**src/rtl/gpu_write_scheduler.sv**
```systemverilog
// Write queue between the CPU bus synchroniser and the GPU memory write port.
// CPU writes are buffered and replayed during vblank or in idle render cycles.
module gpu_write_scheduler #(
    parameter int FIFO_DEPTH = 16,
    parameter int MAX_BURST  = 4
) (
    input  logic                          clk_12_5875,
    input  logic                          rst_B,
    input  logic                          cpu_wr_valid,
    input  logic [15:0]                   cpu_wr_addr,
    input  logic [7:0]                    cpu_wr_data,
    input  logic                          vblank,
    input  logic                          render_req,
    input  logic                          ovf_clear,
    output logic                          mem_wen,
    output logic [15:0]                   mem_addr,
    output logic [7:0]                    mem_wdata,
    output logic [$clog2(FIFO_DEPTH):0]   fifo_level,
    output logic                          overflow
);

    localparam int AW = $clog2(FIFO_DEPTH);
    localparam int LW = AW + 1;
    localparam int BW = $clog2(MAX_BURST + 1);
    localparam logic [LW-1:0] FULL_LVL   = LW'(FIFO_DEPTH);
    localparam logic [BW-1:0] BURST_LAST = BW'(MAX_BURST - 1);

    typedef enum logic [1:0] {
        IDLE  = 2'd0,
        WAIT  = 2'd1,
        ISSUE = 2'd2
    } state_t;

    logic [15:0]   r_fifo_addr [FIFO_DEPTH];
    logic [7:0]    r_fifo_data [FIFO_DEPTH];
    logic [AW-1:0] r_wptr;
    logic [AW-1:0] r_rptr;
    logic [LW-1:0] r_level;
    logic [BW-1:0] r_burst;
    logic          r_yield;
    logic          r_wen;
    logic [15:0]   r_addr;
    logic [7:0]    r_wdata;
    logic          r_ovf;
    state_t        r_state;
    state_t        w_state_next;

    logic          w_grant;
    logic          w_pop;
    logic          w_full;
    logic          w_push;
    logic          w_drop;
    logic [LW-1:0] w_level_next;

    assign w_grant = vblank | (~render_req & ~r_yield);
    assign w_pop   = (r_level != '0) & w_grant;
    assign w_full  = (r_level == FULL_LVL);
    // A full queue still accepts when the head leaves in the same cycle.
    assign w_push  = cpu_wr_valid & (~w_full | w_pop);
    assign w_drop  = cpu_wr_valid & w_full & ~w_pop;

    always_comb begin
        w_level_next = r_level;
        case ({w_push, w_pop})
            2'b10:   w_level_next = r_level + 1'b1;
            2'b01:   w_level_next = r_level - 1'b1;
            default: w_level_next = r_level;
        endcase
    end

    always_ff @(posedge clk_12_5875) begin
        if (w_push) begin
            r_fifo_addr[r_wptr] <= cpu_wr_addr;
            r_fifo_data[r_wptr] <= cpu_wr_data;
        end
    end

    always_ff @(posedge clk_12_5875 or negedge rst_B) begin
        if (!rst_B) begin
            r_wptr  <= '0;
            r_rptr  <= '0;
            r_level <= '0;
            r_wen   <= 1'b0;
            r_addr  <= '0;
            r_wdata <= '0;
            r_ovf   <= 1'b0;
        end else begin
            r_level <= w_level_next;
            r_wen   <= w_pop;
            if (w_push) r_wptr <= r_wptr + 1'b1;
            if (w_pop) begin
                r_rptr  <= r_rptr + 1'b1;
                r_addr  <= r_fifo_addr[r_rptr];
                r_wdata <= r_fifo_data[r_rptr];
            end
            if (w_drop)         r_ovf <= 1'b1;
            else if (ovf_clear) r_ovf <= 1'b0;
        end
    end

    // Outside vblank, every MAX_BURST back-to-back pops hand the port back for one cycle.
    always_ff @(posedge clk_12_5875 or negedge rst_B) begin
        if (!rst_B) begin
            r_burst <= '0;
            r_yield <= 1'b0;
        end else if (w_pop & ~vblank) begin
            if (r_burst == BURST_LAST) begin
                r_burst <= '0;
                r_yield <= 1'b1;
            end else begin
                r_burst <= r_burst + 1'b1;
                r_yield <= 1'b0;
            end
        end else begin
            r_burst <= '0;
            r_yield <= 1'b0;
        end
    end

    always_ff @(posedge clk_12_5875 or negedge rst_B) begin
        if (!rst_B) r_state <= IDLE;
        else        r_state <= w_state_next;
    end

    always_comb begin
        w_state_next = r_state;
        case (r_state)
            IDLE:    if (w_push) w_state_next = WAIT;
            WAIT:    if (w_grant) w_state_next = ISSUE;
            ISSUE: begin
                if (w_level_next == '0) w_state_next = IDLE;
                else if (!w_grant)      w_state_next = WAIT;
            end
            default: w_state_next = IDLE;
        endcase
    end

    assign mem_wen    = r_wen;
    assign mem_addr   = r_addr;
    assign mem_wdata  = r_wdata;
    assign fifo_level = r_level;
    assign overflow   = r_ovf;

endmodule
```
**config.mk**
```make
export PLATFORM = sky130hd
export DESIGN_NAME = gpu_write_scheduler
export DESIGN_NICKNAME = d
export VERILOG_FILES = /design/src/rtl/gpu_write_scheduler.sv
export SDC_FILE = /design/constraint.sdc
export NUM_CORES = 1
export LEC_CHECK = 0
export CELL_PAD_IN_SITES_DETAIL_PLACEMENT = 1
export CELL_PAD_IN_SITES_GLOBAL_PLACEMENT = 2
export CORE_MARGIN = 2
export CORE_UTILIZATION = 54
export CTS_BUF_LIST = sky130_fd_sc_hd__clkbuf_8
export DETAILED_ROUTE_END_ITERATION = 8
export PLACE_DENSITY_LB_ADDON = 0.1
export REMOVE_ABC_BUFFERS = 1
export SYNTH_ARGS = -nofsm -noshare
export SYNTH_HDL_FRONTEND = slang
export SYNTH_SLANG_ARGS = --single-unit
```
**constraint.sdc**
```tcl
create_clock -name clk_12_5875 -period 5.35 [get_ports clk_12_5875]
set_clock_uncertainty 0.15 [all_clocks]
set_input_delay 1.07 -clock clk_12_5875 [delete_from_list [all_inputs] [get_ports clk_12_5875]]
set_output_delay 1.07 -clock clk_12_5875 [all_outputs]
set_load 0.03 [all_outputs]
```
==> flow_metrics.tcl <==
set metrics [dict create \
    post-place-ws_ps 977 \
    overflow 0 \
    final_antenna_net_count 0 \
    synthFlopType "edfxtp_1" \
    grt_pass1_vias 8810 \
    start_kind "primary input" \
    clkSlewWorstSetupHoldPaths_ps 50 \
    yosys.area.top_type_share 0.702 \
    numCtsBuffers 71 \
    cts_tree "done" \
    cts-hold-fix-buffers 0 \
    grt_pass1_wl_um 55500 \
    dr_total_vias 8137 \
    syn_avg_cell_area_sq_um 21.5 \
    fin_ws_ps 1490 \
    final_util 0.630 \
    clock_latency_ps 580 \
    crit_buf_inv 3 \
    ioPinCount 61 \
    drcViolationCount 0 \
    dieArea_sq_um 31800 \
    max_freq_ghz 0.259 \
    power.leakage_nw 6.16 \
    yosysSeqAreaShare 0.768 \
    rsz0062_at_grt "false" \
    dr.pass1.iters 5 \
    fillCellCount 2460 \
    arrival_ps 3940 \
    multi_input_area_sq_um 3550 \
    maxSlewHeadroom 0.284 \
    yosysWarnings 0 \
    clock_path_buffers 3 \
    gp_congestion 0.747 \
    h-tree-depth 3 \
    path_cells "clkdlybuf4s50_1 -> inv_1 -> a31oi_1 -> nand3b_1 -> nor2_2 -> buf_4" \
    grt_max_degree 63 \
    drive_above_1_share 0.277 \
    placed_area_sq_um 17500 \
    netlist_area_sq_um 16400 \
    final_area_sq_um 18800 \
    timing.critical_path.required_ps 5430 \
    synth_area_leaders "edfxtp_1 70%, mux4_2 13%, dfrtp_1 6.6%" \
    num-nets-final 914 \
    die_width_um 178 \
    cp_max_fo 18 \
    cts.sinks 427 \
    ir_drop_uv 296 \
    std_cell_rows 63 \
    synth_cells 764 \
    worst_setup_path_end_kind "register" \
    synth_top_area_cell "edfxtp_1" \
    mostFrequentLayoutCells "384 x edfxtp_1, 96 x mux4_2, 80 x clkbuf_8" \
    regArea_sq_um 12600 \
    place_hpwl_um 21500 \
    cp_top_family "buffers and inverters" \
    synth_cell_types 49 \
    via_per_inst 6.16 \
    root_buffer "clkbuf_8" \
    worst_pin_slew_ps 1070 \
    slew_violations 0 \
    grt_usage 0.245 \
    layout_commonest_cell "edfxtp_1" \
    outcome "finished, final reports clean" \
    n_antenna_cell 0 \
    final.setup.tns_ps 0 \
    async_flop_share 0.101 \
    die_h_um 178 \
    antenna_found_initial 0 \
    crit_type "primary input to register" \
    final.min_clock_period_ps 3860 \
    post_cts_buffers 0 \
    crit_slowest_cell "clkdlybuf4s50_1" \
    start_util 0.551 \
    core_sq_um 29800 \
    crit_path_max_incr_delay_ps 760 \
    cts_resized 0 \
    hold_ws_ps 335 \
    hold_violations 0 \
    hold_path.class "register to register" \
    port_buffers 60 \
    drt_iter0_drc 781 \
    syn_to_final_growth_pct 14.4 \
    maxCapViolCount 0 \
    period_share 0.722 \
    setup_viol 0 \
    wl_per_cell_um 27.9 \
    synth_edf_count 384 \
    routed_wl_um 36900 \
    ys_ff_latch 427 \
    power_density_nw_per_um2 534 \
]
## cells by family after synthesis
kind of cell             after synthesis  synth area share
AO/OA/AOI/OAI                         97            0.0380
XOR/XNOR                               8           0.00427
adder cells (fa/ha/maj)                8           0.00610
buffers and inverters                 53            0.0163
flip-flops                           427             0.768
multiplexers                         122             0.150
AND/OR/NAND/NOR                       49            0.0175
## where the power goes
group	switching, W	internal (W)
clock	0.00127	0.00138
sequential	0.000394	0.00411
combinational	0.00153	0.00135
total	0.00319	0.00684
## cell usage after synthesis (all sizes together) (3+ instances only)
cell	count
a211oi	3
a31oi	3
a21oi	26
o21ai	6
dfrtp	43
inv	10
buf	26
mux4	96
nor3	3
ha	8
nor2	5
xnor2	7
clkbuf	17
o22ai	48
nor4	3
edfxtp	384
and2	12
nand2	9
mux2	25
nand4	3
## per-layer routing
metal | track usage | vias up | wire length (um)
li1 | - | 3430 | -
met1 | 0.356 | 4324 | 15600
met2 | 0.380 | 315 | 17800
met3 | 0.0471 | 68 | 2580
met4 | 0.0813 | 0 | 820
met5 | 0 | - | 0
## final timing paths
kind	start	end	slack (ps)	cells past startpoint
max	cpu_wr_valid	r_fifo_addr[5][7]	1490	6
min	r_burst[0]	r_burst[0]	330	1
max reg2reg	fifo_level[1]	r_fifo_addr[5][7]	2200	5
min reg2reg	r_burst[0]	r_burst[0]	330	1
max in group asynchronous	rst_B	r_rptr[0]	4050	2
min in group asynchronous	rst_B	mem_wen	460	2
## per-stage QoR
step                      power, W  instances
after floorplan            0.00648        721
after global placement     0.00738       1193
after detailed placement   0.00748       1193
after CTS                   0.0102       1321
after global routing        0.0105       1321
final                       0.0100       1321
## flip-flops by register name, indices dropped and copies added, names as in the netlist, 3 cells and up
name and count:
mem_wdata 8, r_fifo_addr 256, r_fifo_data 128, fifo_level 5, r_burst 3, r_rptr 4
mem_addr 16, r_wptr 4
## cell type report
cell class,count,area share
flip-flops and latches,427,0.672
multi-input cells,284,0.189
clock buffers,80,0.0586
repair buffers,82,0.0412
well taps,390,0.0260
clock inverters,48,0.0113
inverters,10,0.00213
Power figures use the tool's default switching activity.
==> edit: new RTL, same flow settings <==
The parameter `MAX_BURST` goes from 4 to 8.
--- a/src/rtl/gpu_write_scheduler.sv
+++ b/src/rtl/gpu_write_scheduler.sv
@@ -2,7 +2,7 @@
 // CPU writes are buffered and replayed during vblank or in idle render cycles.
 module gpu_write_scheduler #(
     parameter int FIFO_DEPTH = 16,
-    parameter int MAX_BURST  = 4
+    parameter int MAX_BURST  = 8
 ) (
     input  logic                          clk_12_5875,
     input  logic                          rst_B,
Function: no difference found for any inputs over 4 cycles, from zero or initial values and one cycle with rst_B low; that may be too few to reach the edited logic, so the function may still have changed.
==> edit against the original RTL <==
- wire length hardly changed
- non-clock buffer count grew 3
- cell count increased by 0.30%
- total power fell by 1.1%
- setup slack better by 0.099 ns
- synthesized cell count up 0.52%
- synthesized area up 0.45%
- sequential cell count increased by 1
- design area grew 0.47%
- largest power group unchanged
==> edit: results <==
group,metric,value,unit
finish,fin_nets,919,
placed_design,post-place-cells,1200,
yosys,synth_xor_area_frac,0.00637,
clock_network,cts-buffers-inserted,70,
floorplanning,fp.dieW,179,um
finish,bufAreaShareNonClock,0.0422,
power,comb_power,2980,uW
yosys,yosys-top-cells-area,"edfxtp_1 (70%), mux4_2 (13%), dfrtp_1 (6.7%)",
power,power_density,526,nW/um^2
finish,multi_input_gates,291,
global_route,grt_pass1_wl,56.0,mm
placed_design,dp_hpwl,22.9,mm
yosys,synth-adder-area-share,0.00531,
timing,hold_ws,0.338,ns
setup_path,critPathMaxStageDelay,0.83,ns
finish,multi_input_area,3700,sq um
finish,regArea,12600,sq um
finish,drive_gt1_frac,0.273,
timing,worstMarginPinSlew,0.883,ns
setup_path,cp_data_arrival_time,3.88,ns
timing,period_needed,3.76,ns
finish,num-nonclk-buffers,85,
finish,n_clock_buffer,71,
yosys,synth.distinct_cells,45,
finish,num-nonclk-inverters,6,
power,p_seq,4440,uW
finish,seq_cells,428,
setup_path,r2r_slack,2.26,ns
finish,area_growth,14.4,%
routing,first_pass_iters,5,
yosys,synth_top_area_frac,0.699,
global_route,grt_pass1_vias,8747,
yosys,synth.mux.area_fraction,0.164,
routing,drtIter0Drc,748,
setup_path,slowest_stage,"clkdlybuf4s50_1",
yosys,synth_compound_area_frac,0.0285,
routing,via_per_inst,6.06,
routing,num_vias,8028,
placed_design,place_congestion,0.757,
setup_path,r2r_cells,6,
placed_design,preCtsSetupSlack,1.03,ns
power,p_int,6700,uW
yosys,syn_inst,768,
routing,wl_per_cell,27.8,um
yosys,ys_seq_area_frac,0.766,
yosys,async_reset_ff_frac,0.103,
setup_path,worstSetupEndpoint,"r_fifo_addr[6][1]",
status,status,"complete, no violations",
power,ir_drop,0.420,mV
setup_path,timing.rr.end,"mem_wdata[0]",
finish,clockNetworkAreaShare,0.0648,
finish,num-fill-cells,2457,
setup_path,crit_path_max_fanout,16,
power,p_leak,0.00625,uW
global_route,groute.usage.overall,0.245,
placed_design,dpl_cell_area,17600,sq um
yosys,synth_common_cells,"edfxtp_1 (384), mux4_2 (96), dfrtp_1 (44), mux2i_1 (27), o21ai_0 (26)",
[edit: changes by cell type in the layout (fill, tap and decap cells not counted), sizes merged, moves of 8 or more]
cell,unedited run,this run
and2,12,0
a21oi,26,2
clkbuf,80,71
o21ai,6,31
nor2,5,13
mux2i,1,27
a22oi,1,24
o22ai,48,1
[edit: worst reg2reg max path, stage by stage, from the launching register on]
cell     delay (ns)
dfrtp_1        0.52
or4_1          0.71
o21ai_4        0.19
buf_4          0.45
inv_2          0.15
nand2_2        0.52
o21ai_0        0.23
[edit: kinds of logic after synthesis]
| group | Yosys count |
|---|---|
| and+or+nand+nor | 54 |
| DFF | 428 |
| AOI/OAI and AO/OA | 71 |
| xor gates and xnor gates | 12 |
| adders and majority gates | 7 |
| buffers and inverters | 49 |
| muxes | 147 |
[edit: per-layer routing]
metal  GRT usage  vias up  wire, um  part of all wire
met5           0        -         8           0.00022
met1       0.367     4276     16500              0.45
met4      0.0759        2       732             0.020
met2       0.368      269     17100              0.46
met3      0.0517       57      2490             0.068
li1            -     3424         -                 -
